### src/rtl/alu_rs.sv
// Single-ALU reservation station: holds dispatched ops until both sources are ready, issues one per cycle.
// Optional ALU_RS_RESULT_BYPASS_EN: the local result register also wakes waiting sources (CDB wins ties).
module alu_rs #(
    parameter int WIDTH   = 32,
    parameter int ENTRIES = 4,
    parameter int TAG_W   = 4
) (
    input  logic             clk,
    input  logic             rst,
    input  logic             disp_valid,
    output logic             disp_ready,
    input  logic [3:0]       disp_func,
    input  logic [TAG_W-1:0] disp_tag,
    input  logic             disp_src1_rdy,
    input  logic [TAG_W-1:0] disp_src1_tag,
    input  logic [WIDTH-1:0] disp_src1_val,
    input  logic             disp_src2_rdy,
    input  logic [TAG_W-1:0] disp_src2_tag,
    input  logic [WIDTH-1:0] disp_src2_val,
    input  logic             cdb_valid,
    input  logic [TAG_W-1:0] cdb_tag,
    input  logic [WIDTH-1:0] cdb_data,
    output logic [WIDTH-1:0] alu_op1,
    output logic [WIDTH-1:0] alu_op2,
    output logic [3:0]       alu_func,
    input  logic [WIDTH-1:0] alu_out,
    output logic             res_valid,
    output logic [TAG_W-1:0] res_tag,
    output logic [WIDTH-1:0] res_data
);
    localparam int IDX_W = (ENTRIES > 1) ? $clog2(ENTRIES) : 1;

    typedef struct packed {
        logic             rdy;
        logic [TAG_W-1:0] tag;
        logic [WIDTH-1:0] val;
    } src_t;

    typedef struct packed {
        logic             vld;
        logic [3:0]       func;
        logic [TAG_W-1:0] dst;
        src_t             s1;
        src_t             s2;
    } ent_t;

    ent_t             ent [ENTRIES];
    logic             iss_valid;
    logic [TAG_W-1:0] iss_tag;
    logic [IDX_W-1:0] free_idx, sel_idx;
    logic             free_any, sel_any;
    src_t             d1, d2;

    assign d1 = '{rdy: disp_src1_rdy, tag: disp_src1_tag, val: disp_src1_val};
    assign d2 = '{rdy: disp_src2_rdy, tag: disp_src2_tag, val: disp_src2_val};

    // Scan high to low so the lowest matching index is the one left standing.
    always_comb begin
        free_idx = '0;
        free_any = 1'b0;
        sel_idx  = '0;
        sel_any  = 1'b0;
        for (int i = ENTRIES - 1; i >= 0; i--) begin
            if (!ent[i].vld) begin
                free_any = 1'b1;
                free_idx = IDX_W'(i);
            end
            if (ent[i].vld && ent[i].s1.rdy && ent[i].s2.rdy) begin
                sel_any = 1'b1;
                sel_idx = IDX_W'(i);
            end
        end
    end

    assign disp_ready = free_any;

    function automatic src_t wake(input src_t s);
        wake = s;
        if (!s.rdy) begin
            if (cdb_valid && cdb_tag == s.tag) begin
                wake.rdy = 1'b1;
                wake.val = cdb_data;
            end
`ifdef ALU_RS_RESULT_BYPASS_EN
            else if (res_valid && res_tag == s.tag) begin
                wake.rdy = 1'b1;
                wake.val = res_data;
            end
`endif
        end
    endfunction

    always_ff @(posedge clk) begin
        if (rst) begin
            for (int i = 0; i < ENTRIES; i++) ent[i] <= '0;
            alu_op1   <= '0;
            alu_op2   <= '0;
            alu_func  <= '0;
            iss_valid <= 1'b0;
            iss_tag   <= '0;
            res_valid <= 1'b0;
            res_tag   <= '0;
            res_data  <= '0;
        end else begin
            for (int i = 0; i < ENTRIES; i++) begin
                if (ent[i].vld) begin
                    ent[i].s1 <= wake(ent[i].s1);
                    ent[i].s2 <= wake(ent[i].s2);
                end
            end
            iss_valid <= sel_any;
            if (sel_any) begin
                ent[sel_idx].vld <= 1'b0;
                alu_op1          <= ent[sel_idx].s1.val;
                alu_op2          <= ent[sel_idx].s2.val;
                alu_func         <= ent[sel_idx].func;
                iss_tag          <= ent[sel_idx].dst;
            end
            // Target slot is invalid, so it never collides with wakeup or select writes.
            if (disp_valid && free_any)
                ent[free_idx] <= '{vld: 1'b1, func: disp_func, dst: disp_tag,
                                   s1: wake(d1), s2: wake(d2)};
            res_valid <= iss_valid;
            if (iss_valid) begin
                res_tag  <= iss_tag;
                res_data <= alu_out;
            end
        end
    end
endmodule
### config.mk
export PLATFORM = sky130hd
export DESIGN_NAME = alu_rs
export DESIGN_NICKNAME = d
export VERILOG_FILES = /design/src/rtl/alu_rs.sv
export SDC_FILE = /design/constraint.sdc
export NUM_CORES = 1
export LEC_CHECK = 0
export CORE_AREA = 4 4 229 164
export DETAILED_ROUTE_END_ITERATION = 16
export DIE_AREA = 0 0 233 168
export GPL_TIMING_DRIVEN = 1
export PLACE_DENSITY_LB_ADDON = 0.3
export SLEW_MARGIN = 10
export SYNTH_ARGS = -nofsm -noshare
export SYNTH_HDL_FRONTEND = slang
export SYNTH_SLANG_ARGS = --single-unit
### constraint.sdc
create_clock -name clk -period 5.5 [get_ports clk]
set_input_delay 0.55 -clock clk [delete_from_list [all_inputs] [get_ports clk]]
set_output_delay 0.55 -clock clk [all_outputs]
set_load 0.01 [all_outputs]
; ---- After elaboration in Yosys (flattened, before gate mapping)
; Memory sizes are Yosys's and may differ from the RTL's. A register that Yosys moved wholly into a read port is not among the register bits.
; Index checks and enable logic that the tools add are counted.
[totals]
output_inout_bits = 106
n_memories = 1
regBits = 38
ramBits = 332
in_bits = 154
elab_cells = 166
[op_classes]
n_mux = 124
n_reduce_logical = 19
n_eq_ne = 10
bitwise = 8
[mem_list]
columns = memory, words, word_bits, read_ports, rd_ports_with_merged_regs, wr, line_no
row1 = ent, 4, 83, 5, 1, 6, 47  ; ent_t ent [ENTRIES];
[ops]
columns = operator, count
row1 = 32-bit 2-to-1 mux, 40
row2 = 37-bit 2-to-1 mux, 8
row3 = 1-bit 2-to-1 mux, 68
row4 = 4-bit equality test, 10
row5 = 1-bit logical AND, 19
row6 = 2-bit 2-to-1 mux, 8
row7 = 1-bit OR, 8

; ---- Longest topological paths before layout
; An unclocked memory read counts as a cell.
[logic_depth]
ltp_word = 10
ltp_mapped = 7
ltp_nobuf = 4

; ---- Least setup slack after synthesis
; OpenSTA, ideal clock, no wires.
[synth_path]
kind = register to register
from = mem ent[0][82] (netlist bit)
to = mem ent[3][0] (netlist bit) (enable)
path_stages_with_launch = 5
path_buffers = 1
slack_ns = 2.648
period_less_slack_ns = 2.852
required_time_ns = 5.110
setup_time_ns = 0.390
arrival_ns = 2.462
path_cell_list = dfxtp_1 clkbuf_1 nand2_1 o31ai_1 a41o_1
[synth_rtl]
columns = element, line_no
row1 = from (decl), 47

==> run summary <==
The startpoint identified for the worst hold timing path is rst. The simple-gate share of the synthesized area came out at 0.0499. From bottom edge to top edge, the die measures 168 um. After the first detailed-routing iteration, the DRC count stood at 1942. The cell count after synthesis came out at 1455. The final wirelength is 57400 um. Clock skew on the completed layout was measured at 0.00977 ns. Entering global routing, the biggest net connects 77 pins. After synthesis, the largest family of logic cells by area is compound AO/OA/AOI/OAI gates. The adder-cell share of the synthesized area is 0.

The post-synthesis compound-gate area fraction is 0.241. The detail route stage leaves a number of antenna-violating nets equal to 0. The worst register-to-register path ends at ent[1][67]$_DFFE_PP_.

For hold timing, the worst endpoint is ent[0][82]$_SDFFE_PP1P_. The startpoint identified for the worst register-to-register timing path is ent[0][82]$_SDFFE_PP1P_. Synthesis inferred 442 register bits. The largest voltage drop on the vdd net came out at 0.201 mV. Clock tree synthesis inserted a total of 42 buffers. STA classifies the critical path endpoint as a register. Across the run, the number of max-cap violations was 0. The number of I/O port buffers is 259.

Traced cell by cell, the critical path runs through clkdlybuf4s50_1, nand3b_2, or2_0, nand2_1, a41o_2. TritonCTS built the clock tree. After clock tree synthesis, the clock-pin slew on the worst setup and hold paths is 0.06 ns. Counting tap cells, the placed design contains a total of 2056 instances. The die outline width is 233 um. Dividing the detail-routed wire length by the instance count gives 26.9 um. The number of cells traversed by the worst register-to-register path came out at 4.

The top achievable clock speed came out at 322 MHz. The maximum level of the CTS H-tree came out at 2. The arrival time at the worst endpoint is 3.27 ns. The overall track demand over capacity in global routing came out at 0.285. The final number of hold-violating endpoints came out at 0. The number of buffers added to fix hold violations after cts is 0. The measured slew at the worst slew-check pin came out at 1.20 ns.

The number of warnings printed during yosys synthesis came out at 0. The highest net fanout along the worst path is 32. Setup violations remaining at the end of the flow were counted as 0. For this run, the share of the core covered by cells in the final layout is 0.663. The DRC violation count after routing came out at 0. The parity-gate share of the synthesized area counting xor and xnor cells came out at 0.0182.

The region available for standard cell placement spans 35400 um^2. The layout has 2631 filler cells. Leaving out fill and tap cells, the most frequent cells in the layout are 328 x sky130_fd_sc_hd__edfxtp_1, 258 x sky130_fd_sc_hd__clkdlybuf4s50_1, 256 x sky130_fd_sc_hd__a22o_1.

For this design the static power due to leakage is 0.00836 uW. The total vias in the final route is 14600. The footprint of the multi-input gates is 6410 um^2. STA classifies the critical path startpoint as an input pin. The slowest stage of the critical path is the sky130_fd_sc_hd__a41o_2 cell.

In this run the post-CTS setup repair buffer count came out at 0. The final RePlAce weighted congestion is 0.854. Setup repair after global routing left no endpoint under its margin. The standard-cell row count is 58. The run finished with clean final reports. The number of instances resized during post-cts repair is 0.

The final HPWL from detailed placement is 34800 um. The number of unique standard cell types used by synthesis is 41. The final instance count without filler cells is 2134. For this run, the post-layout net count is 1774.

The number of nets in the synthesized netlist is 1609. The die covers 39100 um^2. The worst hold path was traced through 2 stages. The cell area that synthesis handed to floorplanning was 19300 um^2.

The total count of max-transition violations in the final report came out at 0. The finished layout cell area is 23500 um^2. From synthesis to final layout, the design area changed by 22.0%. The initial utilization of the core area, before any placement, comes to 0.544. Averaged over all synthesized cells, the footprint is 13.2 um^2. The highest cell delay on the worst timing path is 0.76 ns. For this design, the sink count on the clock tree is 442.

The fraction of final layout cells with drive strength greater than 1 came out at 0.0805. The initial antenna violation count came out at 1. Registers take 12100 um^2. The detailed-routing iteration count for the pre-antenna-repair pass is 6. The final cycle utilization of the critical path is 0.565.

The share of synthesized area spent on multiplexers came out at 0.0187. The maximum number of buffers from clock root to sink is 3. Using the TritonRoute via totals, the vias-per-cell ratio works out to 6.82. The worst hold path belongs to the class input pin to register. The global-route congestion overflow total came out at 0. The critical path in this run is classified as input pin to register. The first global-routing pass estimated 86500 um of wire. Dividing total power by cell area gives a power density of 323 nW/um^2. The routed design could run at a clock period as short as 3.11 ns.

260 I/O pins were placed. CTS placed an instance of sky130_fd_sc_hd__clkbuf_16 at the clock tree root. The post-synthesis sequential area ratio came out at 0.630. For the worst setup path, the data required time is 5.67 ns. In this run the cell area measured after placement is 22000 um^2. Clock latency on the worst-skew pair, taken at its later pin, is 0.56 ns.

The setup TNS came out at 0 ns. The leading cell type in the layout, fill and taps excluded is sky130_fd_sc_hd__edfxtp_1. Headroom to the max-slew limit came out at 0.195.

The via count of the first global-routing pass is 14500. For flop-to-flop paths, the worst setup slack is 2.44 ns.
## routing by layer
layer	vias to the layer above	wire, um	part of all wire	global-route usage
met5	-	0	0	0
met4	0	1110	0.019	0.0771
li1	6193	-	-	-
met2	969	26400	0.46	0.449
met3	112	6570	0.11	0.0560
met1	7282	23300	0.41	0.409
## through the flow
stage | hold WS, ns | setup slack [ns] | power (uW)
2_1_floorplan | 0.464 | 2.65 | 4180
3_3_place_gp | 0.471 | 2.02 | 4480
3_5_place_dp | 0.485 | 1.93 | 4500
4_1_cts | 0.352 | 2.49 | 7580
5_1_grt | 0.390 | 2.32 | 7780
6_report | 0.369 | 2.39 | 7570
## critical path, delay by kind of cell
kind	cells	cell delay [ns]
AND/OR/NAND/NOR	3	1.41
AO/OA/AOI/OAI	1	0.76
buffers and inverters	1	0.54
## cell usage after synthesis, drive strengths merged
library cell / number / area (um^2)
edfxtp: 328 / 9850
a22o: 256 / 2240
a21oi: 150 / 758
o221ai: 150 / 1310
dfxtp: 114 / 2280
buf: 86 / 453
clkbuf: 83 / 324
and2: 65 / 407
nor2: 41 / 154
mux2i: 36 / 360
xor2: 32 / 280
nand3: 15 / 85.1
nand2: 14 / 52.6
o31ai: 10 / 176
inv: 9 / 33.8
a41o: 8 / 80.1
nor4: 8 / 50.1
xnor2: 8 / 70.1
nor2b: 6 / 37.5
and3: 5 / 31.3
o21ai: 5 / 25.0
nand2b: 4 / 25.0
a31oi: 3 / 18.8
nand3b: 3 / 33.8
or2: 3 / 18.8
or3: 3 / 18.8
a31o: 2 / 17.5
and3b: 2 / 17.5
nand4: 2 / 12.5
nor3: 2 / 10.0
a211o: 1 / 8.76
and2b: 1 / 7.51
## flip-flops by register name (all words and copies together), names as in the netlist
register / count
ent: 332
alu_op1: 32
alu_op2: 32
res_data: 32
alu_func: 4
iss_tag: 4
res_tag: 4
iss_valid: 1
res_valid: 1
## worst max path at each step
stage / startpoint / end / slack [ns] / cells after the start
after global routing: disp_valid / ent[1][56]$_DFFE_PP_ / 2.32 / 5
final: disp_valid / ent[1][67]$_DFFE_PP_ / 2.39 / 5
after CTS: disp_valid / ent[1][56]$_DFFE_PP_ / 2.49 / 5
after global placement: disp_valid / ent[1][62]$_DFFE_PP_ / 2.02 / 5
after floorplan: ent[0][82]$_SDFFE_PP1P_ / ent[3][0]$_DFFE_PP_ / 2.65 / 4
after detailed placement: disp_valid / ent[1][62]$_DFFE_PP_ / 1.93 / 5
## layout make-up
cell class                 count  area share
inverter                       9     0.00144
antenna                        1    0.000107
tap                          480      0.0256
multi-input combinational    835       0.273
timing repair buffer         290       0.120
clock inverter                19      0.0126
sequential                   442       0.517
clock buffer                  58      0.0504
## power by group
| part | internal (uW) | switching (uW) | leakage, uW |
|---|---|---|---|
| Clock | 1880 | 1250 | 0.000727 |
| Sequential | 3770 | 71.6 | 0.00435 |
| Combinational | 247 | 358 | 0.00328 |
## cells by family after synthesis
logic type      count (synthesis)
compound gates                585
flops                         442
buf+inv                       178
simple gates                  174
xor+xnor                       40
mux                            36
Note: power is estimated with default switching activity, not from simulation.
